==> src/rtl/frame_buffer_dbl.sv <==
// Double-buffered pixel store: Wishbone writes the back page, led_matrix reads the front page.
// Optional FRAME_BUFFER_COPY_EN: on a swap the new back page is loaded from the new front page.
module frame_buffer_dbl #(
  parameter int N_COLS        = 4,
  parameter int N_ROWS        = 4,
  parameter int ADDRESS_WIDTH = 16,
  parameter int DATA_WIDTH    = 8,
  parameter int BASE_ADDRESS  = 0
) (
  input  logic                     clk_i,
  input  logic                     rst_i,
  input  logic [ADDRESS_WIDTH-1:0] adr_i,
  input  logic [DATA_WIDTH-1:0]    dat_i,
  output logic [DATA_WIDTH-1:0]    dat_o,
  input  logic                     we_i,
  input  logic                     sel_i,
  input  logic                     stb_i,
  input  logic                     cyc_i,
  input  logic [2:0]               cti_i,
  output logic                     ack_o,
  input  logic [ADDRESS_WIDTH-1:0] frame_adr_i,
  input  logic                     frame_cyc_i,
  output logic [DATA_WIDTH-1:0]    frame_dat_o,
  output logic                     frame_ack_o
);

  localparam int NPIX  = N_COLS * N_ROWS;
  localparam int IDX_W = (NPIX > 1) ? $clog2(NPIX) : 1;
  localparam logic [ADDRESS_WIDTH-1:0] NPIX_A   = ADDRESS_WIDTH'(NPIX);
  localparam logic [ADDRESS_WIDTH-1:0] CTRL_OFF = ADDRESS_WIDTH'(32'h100);
  localparam logic [ADDRESS_WIDTH-1:0] BASE_A   = ADDRESS_WIDTH'(BASE_ADDRESS);

  logic [DATA_WIDTH-1:0] mem     [2][NPIX];
  logic [DATA_WIDTH-1:0] mem_nxt [2][NPIX];

  logic                     front, back, front_nxt;
  logic                     swap_pending, swap_pending_nxt;
  logic [ADDRESS_WIDTH-1:0] off;
  logic                     wb_acc, pix_sel, ctrl_sel, pix_wr, ctrl_wr;
  logic                     frame_acc, swap;
  logic [IDX_W-1:0]         wb_idx, fr_idx;
  logic [DATA_WIDTH-1:0]    wb_rd, fr_rd;
  logic                     unused_ok;

  assign unused_ok = ^cti_i;

  assign off      = adr_i - BASE_A;
  assign pix_sel  = (off < NPIX_A);
  assign ctrl_sel = (off == CTRL_OFF);
  assign wb_idx   = off[IDX_W-1:0];
  assign fr_idx   = frame_adr_i[IDX_W-1:0];

  assign wb_acc    = stb_i & cyc_i & ~ack_o;
  assign pix_wr    = wb_acc & we_i & sel_i & pix_sel;
  assign ctrl_wr   = wb_acc & we_i & sel_i & ctrl_sel;
  assign frame_acc = frame_cyc_i & ~frame_ack_o;

  // The swap is taken on the accepted fetch of pixel 0 so a whole frame comes from one page
  assign swap      = frame_acc & (frame_adr_i == '0) & swap_pending;
  assign back      = ~front;
  assign front_nxt = front ^ swap;

  always_comb begin
    swap_pending_nxt = swap_pending & ~swap;
    if (ctrl_wr) swap_pending_nxt = dat_i[0];
  end

  // Pixel write targets the page that was back at cycle start, before any copy
  always_comb begin
    mem_nxt = mem;
    if (pix_wr) mem_nxt[back][wb_idx] = dat_i;
`ifdef FRAME_BUFFER_COPY_EN
    if (swap) begin
      for (int i = 0; i < NPIX; i++) mem_nxt[front][i] = mem_nxt[back][i];
    end
`endif
  end

  always_comb begin
    wb_rd = '0;
    if (ctrl_sel)     wb_rd = {{(DATA_WIDTH-2){1'b0}}, front, swap_pending};
    else if (pix_sel) wb_rd = mem[back][wb_idx];
  end

  assign fr_rd = (frame_adr_i < NPIX_A) ? mem[front_nxt][fr_idx] : '0;

  always_ff @(posedge clk_i or negedge rst_i) begin
    if (!rst_i) begin
      for (int p = 0; p < 2; p++) begin
        for (int i = 0; i < NPIX; i++) mem[p][i] <= '0;
      end
      front        <= 1'b0;
      swap_pending <= 1'b0;
      ack_o        <= 1'b0;
      dat_o        <= '0;
      frame_ack_o  <= 1'b0;
      frame_dat_o  <= '0;
    end else begin
      mem          <= mem_nxt;
      front        <= front_nxt;
      swap_pending <= swap_pending_nxt;
      ack_o        <= wb_acc;
      frame_ack_o  <= frame_acc;
      if (wb_acc)    dat_o       <= wb_rd;
      if (frame_acc) frame_dat_o <= fr_rd;
    end
  end

endmodule

==> config.mk <==
export PLATFORM = sky130hd
export DESIGN_NAME = frame_buffer_dbl
export DESIGN_NICKNAME = d
export VERILOG_FILES = /design/src/rtl/frame_buffer_dbl.sv
export SDC_FILE = /design/constraint.sdc
export NUM_CORES = 1
export LEC_CHECK = 0
export ABC_AREA = 1
export CORE_ASPECT_RATIO = 0.75
export CORE_MARGIN = 5
export CORE_UTILIZATION = 23
export CTS_CLUSTER_DIAMETER = 50
export DETAILED_ROUTE_END_ITERATION = 10
export GPL_ROUTABILITY_DRIVEN = 0
export PLACE_DENSITY = 0.47
export SLEW_MARGIN = 40
export SYNTH_ARGS = -nofsm -noshare
export SYNTH_HDL_FRONTEND = slang
export SYNTH_SLANG_ARGS = --single-unit
export TNS_END_PERCENT = 100
==> constraint.sdc <==
create_clock -name clk_i -period 3.76 [get_ports clk_i]
set_input_delay 0.376 -clock clk_i [delete_from_list [all_inputs] [get_ports clk_i]]
set_output_delay 0.376 -clock clk_i [all_outputs]
set_load 0.05 [all_outputs]
==> out/qor.csv, run 1 <==
stage;metric;value;unit
detailed_routing;detail_route.wl_per_cell;19.58;um
detailed_routing;post-route-drc-count;0;
synthesis;synth_fa_ha_area_share;0;%
cts;post_cts_buffers;0;
synthesis;synth_area;14950;um2
power;ir_drop;0.3113;mV
final_layout;final_cell_area;17720;um2
synthesis;synth_area_per_cell;7.308;um2
critical_path;worstSetupPathType;flip-flop to flip-flop;
detailed_routing;drt_wl_total;58.19;mm
cts;clkSlewWorstSetupHoldPaths;0.07;ns
sta;fin_worst_skew;0.009204;ns
critical_path;r2r_end;frame_dat_o[7]$_DFFE_PN0P_;
final_layout;seqCellArea;6910;um2
sta;tightest_slew;0.6916;ns
detailed_routing;route.met3.wl;4.755;mm
detailed_routing;antenna_left;0;
cts;cts_sinks;276;
cts;clock_latency;0.59;ns
synthesis;synth_top_area_share;46.19;%
synthesis;synth-seq-area-share;46.19;%
global_routing;grt_pass1_vias;14100;
detailed_routing;top_layer;met4;
synthesis;synth_xor_xnor_area_share;0;%
global_routing;antenna_found_initial;1;
cts;cts_root_buf;clkbuf_16;
synthesis;synth_flop_cell;dfrtp_1;
sta;slew_headroom;53.78;%
power;power_density;377.7;nW/um2
critical_path;startpoint_type;flip-flop;
final_layout;final_net_count;2124;
cts;clk_path_buf_depth;3;
global_routing;grt_pass1_wl;89.28;mm
hold_path;hold_class;primary input to async pin;
detailed_routing;drt_first_iter_violations;1287;
detailed_routing;dr.pass1.iters;5;
synthesis;synth_seq_cells;276;
sta;min_period;2.948;ns
power;p_leak;7.319;nW
placed_design;hpwl;38.66;mm
critical_path;end_kind;flip-flop;
detailed_routing;viasPerCell;4.902;
detailed_routing;vias;14570;
sta;finalSetupViolations;0;
final_layout;finalNonFillerCells;2972;
synthesis;synth.largest_area_cell;dfrtp_1;
critical_path;worstPathRequired;4.29;ns
synthesis;synth-compound-area-share;16.57;%
synthesis;synth_cell_types;35;
critical_path;worstPathArrival;3.47;ns
synthesis;muxShareOfSynthArea;0.06694;%
floorplanning;initial_core_util;23.09;%
sta;finalCritPeriodShare;78.39;%
synthesis;synth_edf_count;0;
cts;cts_tree;yes;
synthesis;synth_top_family_by_area;simple AND/OR/NAND/NOR gates;
sta;rsz0062_at_grt;false;
synthesis;synth_most_common_cell;nand2_1;
floorplanning;core;64760;um2
global_routing;grt_max_degree;89;
placed_design;portBuffers;64;
critical_path;path_max_fanout;35;
job;maxCapViolations;0;
sta;hold_violations;0;
floorplanning;rows;81;
final_layout;n_fill_cell;7044;
critical_path;rrSetupSlack;0.81;ns
critical_path;worstReg2RegStart;front$_DFF_PN0_;
floorplanning;die_area;70260;um2
global_routing;grt_overflow;0;
floorplanning;io_pins;68;
critical_path;worstRegToRegCells;12;
synthesis;yosysWarnings;0;
synthesis;yosys-top-cells-area;dfrtp_1, nand2_1, o21ai_0;
detailed_routing;wl_met2;24.62;mm
floorplanning;die_h;230.8;um
global_routing;grt_use_total;16.17;%
final_layout;syn2layout_area_growth;18.48;%
placed_design;numPlacedInstances;2910;
sta;drv_slew;0;
cts;htree_levels;1;
placed_design;place_area;16660;um2
floorplanning;die-width;304.4;um
final_layout;multi_input_area;7086;um2
synthesis;yosys-top-cells-count;nand2_1, o21ai_0, dfrtp_1;
final_layout;post-route-util;27.36;%
detailed_routing;wl_met1;27.63;mm
synthesis;synthSimpleGateAreaFrac;30.70;%
synthesis;async_reset_ff_share;100.0;%
final_layout;drive_gt1_share;7.861;%
outcome;status;finished, final reports clean;
synthesis;synthCells;2046;
sta;fin_tns_setup;0;ns
synthesis;syn_nets;2096;
sta;fmax;0.3393;GHz
cts;numCtsBuffers;31;
-- how the worst max path moves through the flow --
stage	endpoint	from	cells after the start
floorplan	frame_dat_o[6]$_DFFE_PN0P_	frame_ack_o$_DFF_PN0_	14
global placement	mem[59]$_DFFE_PN0P_	stb_i	10
detailed placement	mem[37]$_DFFE_PN0P_	stb_i	9
CTS	frame_dat_o[0]$_DFFE_PN0P_	front$_DFF_PN0_	14
global route	dat_o[2]$_DFFE_PN0P_	front$_DFF_PN0_	8
finish	frame_dat_o[7]$_DFFE_PN0P_	front$_DFF_PN0_	12
-- cell type report --
cell class / instances / share of cell area [%]
sequential: 276 / 39.00
tap: 871 / 6.151
clock inverter: 14 / 0.7768
clock buffer: 44 / 4.936
multi-input combinational: 1559 / 39.99
timing repair buffer: 146 / 7.825
inverter: 60 / 1.285
antenna: 2 / 0.02825
-- cell usage in the layout (no fill, tap or decap), drive strengths merged, types with 2 or more instances in the layout --
cell type,count
nor3,2
buf,83
inv,60
o21ai,281
nand3,226
dfrtp,276
bufinv,2
a21oi,90
nand4,6
a32o,32
o22a,3
clkbuf,44
nor4,2
a221oi,19
a41oi,2
a31oi,2
nand2,817
nor2,65
o211ai,8
clkdlybuf4s50,62
clkinv,11
diode,2
-- registers in the layout (all words and copies together), names as in the netlist --
| signal | cells |
|---|---|
| ack_o | 1 |
| front | 1 |
| frame_ack_o | 1 |
| frame_dat_o | 8 |
| dat_o | 8 |
| swap_pending | 1 |
| mem | 256 |
-- repair_timing --
action                                 4_1_cts  5_1_grt
endpoints found under the hold margin       85        0
setup endpoints to repair                    0        0
hold buffers                                 1        0
gates resized for setup                      0        0
-- where the power goes --
group,internal (mW),switching [mW]
combinational,0.193,0.418
clock,1.76,1.34
sequential,2.97,0.00290
-- worst max-delay path, stage by stage (launching register included) --
cell     delay [ns]
dfrtp_4        0.67
inv_4          0.46
nand3_4        0.28
nand2_4        0.34
buf_12         0.25
nand2_1        0.07
nand3_1        0.09
nand3_1        0.08
nand3_1        0.09
nand2_1        0.18
nand2_1        0.12
nand3_1        0.11
nand2_1        0.09
-- cell families (layout without fill, tap and decap cells) --
| group | after synthesis | count (layout) |
|---|---|---|
| AO/OA/AOI/OAI | 439 | 439 |
| AND/OR/NAND/NOR | 1119 | 1119 |
| flip-flops | 276 | 276 |
| buffers and inverters | 211 | 264 |
| other | 0 | 2 |
| multiplexers | 1 | 1 |
-- layer usage --
metal	vias to the layer above	track usage (%)
met4	0	3.263
met5	-	0
li1	6878	-
met2	506	24.46
met3	85	3.632
met1	7101	23.77
-- per-stage QoR --
stage	power (mW)	hold slack [ns]	setup WS, ns
6_report	6.691	0.2415	0.8124
5_1_grt	6.933	0.2717	0.6071
4_1_cts	6.757	0.3434	0.7847
3_5_place_dp	3.638	0.4584	0.4960
3_3_place_gp	3.636	0.4497	0.4935
2_1_floorplan	3.308	0.08041	1.674
(Power assumes the default switching activity.)
==> run 2: changes to the inputs <==
==> constraint.sdc (replaced) <==
create_clock -name clk_i -period 2.9 [get_ports clk_i]
set_input_delay 0.29 -clock clk_i [delete_from_list [all_inputs] [get_ports clk_i]]
set_output_delay 0.29 -clock clk_i [all_outputs]
set_load 0.05 [all_outputs]
==> run 2 against run 1 <==
Clock skew rose by 0.017 ns. Core utilization rose by 0.97 points. Sequential share of layout area fell by 1.3 points. Power rose by 40%. Global-route usage rose by 0.35 points. Clock power rose by 51%. Largest cell class unchanged.
==> out/qor.csv, run 2 (synthesis results as in run 1) <==
stage;metric;value;unit
cts;clkSlewWorstSetupHoldPaths;0.06;ns
final_layout;multi_input_area;7083;um2
floorplanning;rows;81;
global_routing;grt_max_degree;87;
detailed_routing;drt_first_iter_violations;1592;
sta;finalSetupViolations;0;
critical_path;cpMostUsedCell;nand2_1;
critical_path;worstPathArrival;3.06;ns
floorplanning;core;64760;um2
final_layout;largest_reg_flops;256;
floorplanning;die_area;70260;um2
outcome;status;finished, final reports clean;
final_layout;n_fill_cell;6993;
detailed_routing;drt_wl_total;59.40;mm
cts;clock_latency;0.53;ns
critical_path;worstPathRequired;3.37;ns
global_routing;grt_pass1_vias;13980;
sta;tightest_slew;0.7017;ns
detailed_routing;vias;14840;
placed_design;place_area;17100;um2
cts;cts_sinks;276;
final_layout;mostFrequentLayoutCell;nand2_1;
final_layout;seqCellArea;6910;um2
cts;htree_levels;2;
sta;fin_tns_setup;0;ns
critical_path;startpoint_type;flip-flop;
sta;slew_headroom;53.22;%
critical_path;slowest_delay;0.57;ns
global_routing;antenna_found_initial;2;
cts;cts_tree;yes;
final_layout;finalNonFillerCells;3003;
final_layout;layout_common_cells;nand2_1, o21ai_0, dfrtp_1;
detailed_routing;dr.pass1.iters;6;
sta;drv_slew;0;
power;ir_drop;0.3683;mV
detailed_routing;detail_route.wl_per_cell;19.78;um
job;maxCapViolations;0;
sta;fin_worst_skew;0.02650;ns
floorplanning;die-width;304.4;um
sta;fin_hold_ws;0.3145;ns
floorplanning;io_pins;68;
hold_path;hold_class;primary input to async pin;
power;p_total;9.360;mW
final_layout;regMostFlops;mem;
final_layout;syn2layout_area_growth;22.68;%
detailed_routing;antenna_left;0;
critical_path;path_max_fanout;22;
critical_path;worstRegToRegCells;9;
sta;finalCritPeriodShare;89.32;%
detailed_routing;post-route-drc-count;0;
critical_path;worstSetupPathType;flip-flop to flip-flop;
final_layout;drive_gt1_share;9.244;%
sta;setup_ws;0.3098;ns
sta;min_period;2.590;ns
floorplanning;die_h;230.8;um
floorplanning;initial_core_util;23.09;%
placed_design;portBuffers;64;
critical_path;rrSetupSlack;0.31;ns
final_layout;final_net_count;2157;
cts;clk_path_buf_depth;3;
global_routing;grt_pass1_wl;90.02;mm
critical_path;crit_family;compound AO/OA/AOI/OAI gates;
final_layout;reg_top3;mem (256), dat_o (8), frame_dat_o (8);
critical_path;worstPathCellList;inv_4 > buf_12 > buf_4 > nand2_1 > a32o_1 > a221oi_1 > o22a_1 > nand3_1 > nand2_1;
sta;hold_violations;0;
cts;numCtsBuffers;34;
placed_design;numPlacedInstances;2941;
sta;rsz0062_at_grt;false;
critical_path;r2r_end;dat_o[2]$_DFFE_PN0P_;
placed_design;hpwl;38.87;mm
global_routing;grt_overflow;0;
sta;fmax;0.3861;GHz
power;p_leak;7.635;nW
final_layout;post-route-util;28.33;%
cts;post_cts_buffers;0;
critical_path;path_buf_inv;3;
critical_path;worstReg2RegStart;front$_DFF_PN0_;
cts;cts_root_buf;clkbuf_16;
final_layout;final_cell_area;18350;um2
detailed_routing;viasPerCell;4.941;
power;power_density;510.2;nW/um2
critical_path;end_kind;flip-flop;
placed_design;dp_slack;-0.01198;ns
critical_path;slowest_stage;dfrtp_4;
global_routing;grt_use_total;16.52;%
-- run 2: final cells by class --
type	count	area share (%)
multi-input cells	1559	38.61
repair buffers	176	9.835
diodes	1	0.01364
flip-flops and latches	276	37.67
clock buffers	47	5.579
well taps	871	5.941
clock inverters	13	1.112
inverters	60	1.241
-- run 2: worst max path at each step --
stage	cells past startpoint	slack, ns	from	end
after global placement	19	-0.03	frame_adr_i[13]	frame_dat_o[5]$_DFFE_PN0P_
after floorplan	14	0.81	frame_ack_o$_DFF_PN0_	frame_dat_o[6]$_DFFE_PN0P_
after CTS	9	0.35	front$_DFF_PN0_	dat_o[2]$_DFFE_PN0P_
after global routing	9	0.17	front$_DFF_PN0_	dat_o[2]$_DFFE_PN0P_
after detailed placement	19	-0.01	frame_adr_i[14]	frame_dat_o[5]$_DFFE_PN0P_
final	9	0.31	front$_DFF_PN0_	dat_o[2]$_DFFE_PN0P_
-- run 2: report_power, final --
part	internal (mW)	switching, mW	total [mW]
Combinational	0.266	0.554	0.820
Sequential	3.86	0.00370	3.86
Clock	2.92	1.76	4.68
-- run 2: per-layer routing --
metal | part of all wire (%) | vias to the layer above | global-route usage, %
met5 | 0 | - | 0
met4 | 2.6 | 0 | 4.160
met3 | 8.5 | 102 | 3.549
met2 | 41 | 652 | 23.81
met1 | 48 | 7146 | 25.02
li1 | - | 6937 | -
-- run 2: timing repair --
action / 4_1_cts / 5_1_grt
hold buffers: 1 / 0
gates resized for setup: 0 / 0
setup endpoints to repair: 0 / 0
endpoints found under the hold margin: 54 / 0
==> run 3: changes to the inputs <==
==> constraint.sdc (replaced) <==
create_clock -name clk_i -period 3.28 [get_ports clk_i]
set_input_delay 0.328 -clock clk_i [delete_from_list [all_inputs] [get_ports clk_i]]
set_output_delay 0.328 -clock clk_i [all_outputs]
set_load 0.05 [all_outputs]
==> run 3 against run 2 <==
Non-clock buffer count shrank 17. Fmax decreased by 1.3%. Register-to-register slack improved by 0.35 ns. Core utilization fell by 0.53 points. Combinational power is 13% lower. Critical path type unchanged. Critical endpoint unchanged.
==> out/qor.csv, run 3 (synthesis results as in run 1) <==
stage;metric;value;unit
detailed_routing;detail_route.wl_per_cell;19.78;um
global_routing;grt_pass1_vias;14040;
sta;fin_worst_skew;0.01705;ns
final_layout;final_cell_area;18000;um2
floorplanning;io_pins;68;
global_routing;grt_overflow;0;
final_layout;final_net_count;2140;
critical_path;end_kind;flip-flop;
critical_path;worstSetupPathType;flip-flop to flip-flop;
critical_path;crit_path_start;front$_DFF_PN0_;
detailed_routing;antenna_left;0;
critical_path;crit_end;dat_o[2]$_DFFE_PN0P_;
global_routing;grt_max_degree;89;
final_layout;antenna_cells;0;
floorplanning;die_h;230.8;um
cts;clk_path_buf_depth;3;
cts;cts_root_buf;clkbuf_16;
final_layout;regMostFlops;mem;
detailed_routing;drt_first_iter_violations;1341;
global_routing;grt_use_total;16.41;%
floorplanning;rows;81;
final_layout;layout_common_cells;nand2_1, o21ai_0, dfrtp_1;
power;ir_drop;0.2782;mV
sta;fmax;0.3811;GHz
hold_path;hold_class;primary input to async pin;
floorplanning;die-width;304.4;um
final_layout;mostFrequentLayoutCell;nand2_1;
floorplanning;core;64760;um2
final_layout;reg_top3;mem (256), dat_o (8), frame_dat_o (8);
critical_path;worstRegToRegCells;9;
critical_path;worstPathArrival;3.08;ns
floorplanning;initial_core_util;23.09;%
detailed_routing;dr.pass1.iters;6;
critical_path;rrSetupSlack;0.66;ns
detailed_routing;vias;14570;
detailed_routing;drt_wl_total;59.02;mm
global_routing;antenna_found_initial;3;
sta;drv_slew;0;
cts;clkSlewWorstSetupHoldPaths;0.06;ns
final_layout;largest_reg_flops;256;
placed_design;portBuffers;64;
cts;cts_tree;yes;
sta;hold_violations;0;
power;p_leak;7.455;nW
placed_design;hpwl;37.47;mm
cts;htree_levels;2;
cts;post_cts_buffers;0;
final_layout;syn2layout_area_growth;20.38;%
sta;rsz0062_at_grt;false;
detailed_routing;post-route-drc-count;0;
sta;fin_tns_setup;0;ns
critical_path;worstReg2RegStart;front$_DFF_PN0_;
cts;numCtsBuffers;34;
global_routing;grt_pass1_wl;89.27;mm
critical_path;worstPathRequired;3.74;ns
critical_path;r2r_end;dat_o[2]$_DFFE_PN0P_;
sta;finalCritPeriodShare;80.01;%
job;maxCapViolations;0;
sta;slew_headroom;45.93;%
outcome;status;finished, final reports clean;
critical_path;path_max_fanout;28;
power;power_density;444.1;nW/um2
detailed_routing;viasPerCell;4.883;
placed_design;place_area;16830;um2
cts;cts_sinks;276;
sta;tightest_slew;0.8091;ns
floorplanning;die_area;70260;um2
sta;min_period;2.624;ns
sta;finalSetupViolations;0;
critical_path;startpoint_type;flip-flop;
cts;clock_latency;0.53;ns
final_layout;drive_gt1_share;8.329;%
-- run 3: cell types whose count changed in the layout (fill, tap and decap cells not counted) --
cell,change
clkbuf_1,+3
buf_12,-11
diode_2,-1
buf_4,-7
clkinvlp_4,+5
clkinv_4,-1
buf_16,+1
clkinv_2,-2
clkbuf_8,-2
inv_6,-1
bufinv_16,-3
-- run 3: per-layer routing --
metal  vias to the layer above  track usage [%]  wire (um)
li1                       6895                -          -
met1                      7019            24.17      27700
met2                       564            24.28      24680
met3                        90            4.008       5363
met4                         2            3.832       1267
met5                         -                0          8
-- run 3: area by class of cell --
| class | instances | area [um2] |
|---|---|---|
| Clock buffer | 48 | 1007 |
| Clock inverter | 11 | 123.9 |
| Fill cell | 7076 | 46760 |
| Inverter | 60 | 227.7 |
| Multi-Input combinational cell | 1559 | 7083 |
| Sequential cell | 276 | 6910 |
| Tap cell | 871 | 1090 |
| Timing Repair Buffer | 159 | 1559 |
-- run 3: metrics by stage --
stage | hold WS (ns) | setup slack (ns) | std cells | utilization (%) | power [mW]
finish | 0.2491 | 0.6558 | 2984 | 27.80 | 7.994
global route | 0.2891 | 0.4312 | 2984 | 27.80 | 8.275
CTS | 0.4285 | 0.6223 | 2983 | 27.75 | 8.067
detailed placement | 0.4110 | 0.2375 | 2923 | 25.99 | 4.181
global placement | 0.4215 | 0.2212 | 2923 | 25.98 | 4.182
floorplan | 0.03241 | 1.194 | 2046 | - | 3.792
-- run 3: worst max-delay path: stages, from the launching register on --
cell      delay [ns]
dfrtp_4         0.60
inv_4           0.13
buf_12          0.20
buf_4           0.26
nand2_1         0.09
a32o_1          0.27
a221oi_1        0.26
o22a_1          0.41
nand3_1         0.22
nand2_1         0.10
-- run 3: worst min-delay path by stage --
stage                                         to  slack, ns      startpoint  cells after the start
after CTS                 swap_pending$_DFF_PN0_       0.43  frame_adr_i[0]                      5
final                       mem[112]$_DFFE_PN0P_       0.25           rst_i                      2
after global placement      mem[112]$_DFFE_PN0P_       0.42           rst_i                      1
after floorplan                  ack_o$_DFF_PN0_       0.03           rst_i                      0
after detailed placement    mem[112]$_DFFE_PN0P_       0.41           rst_i                      1
after global routing        mem[112]$_DFFE_PN0P_       0.29           rst_i                      2
-- run 3: power by group --
part           switching, mW  internal, mW
registers            0.00330          3.41
logic                  0.483         0.230
clock network           1.56          2.30
total                   2.05          5.94
-- run 3: repair_timing --
| item | 4_1_cts | 5_1_grt |
|---|---|---|
| endpoints found under the hold margin | 82 | 0 |
| hold buffers | 1 | 0 |
| resized for setup | 0 | 0 |
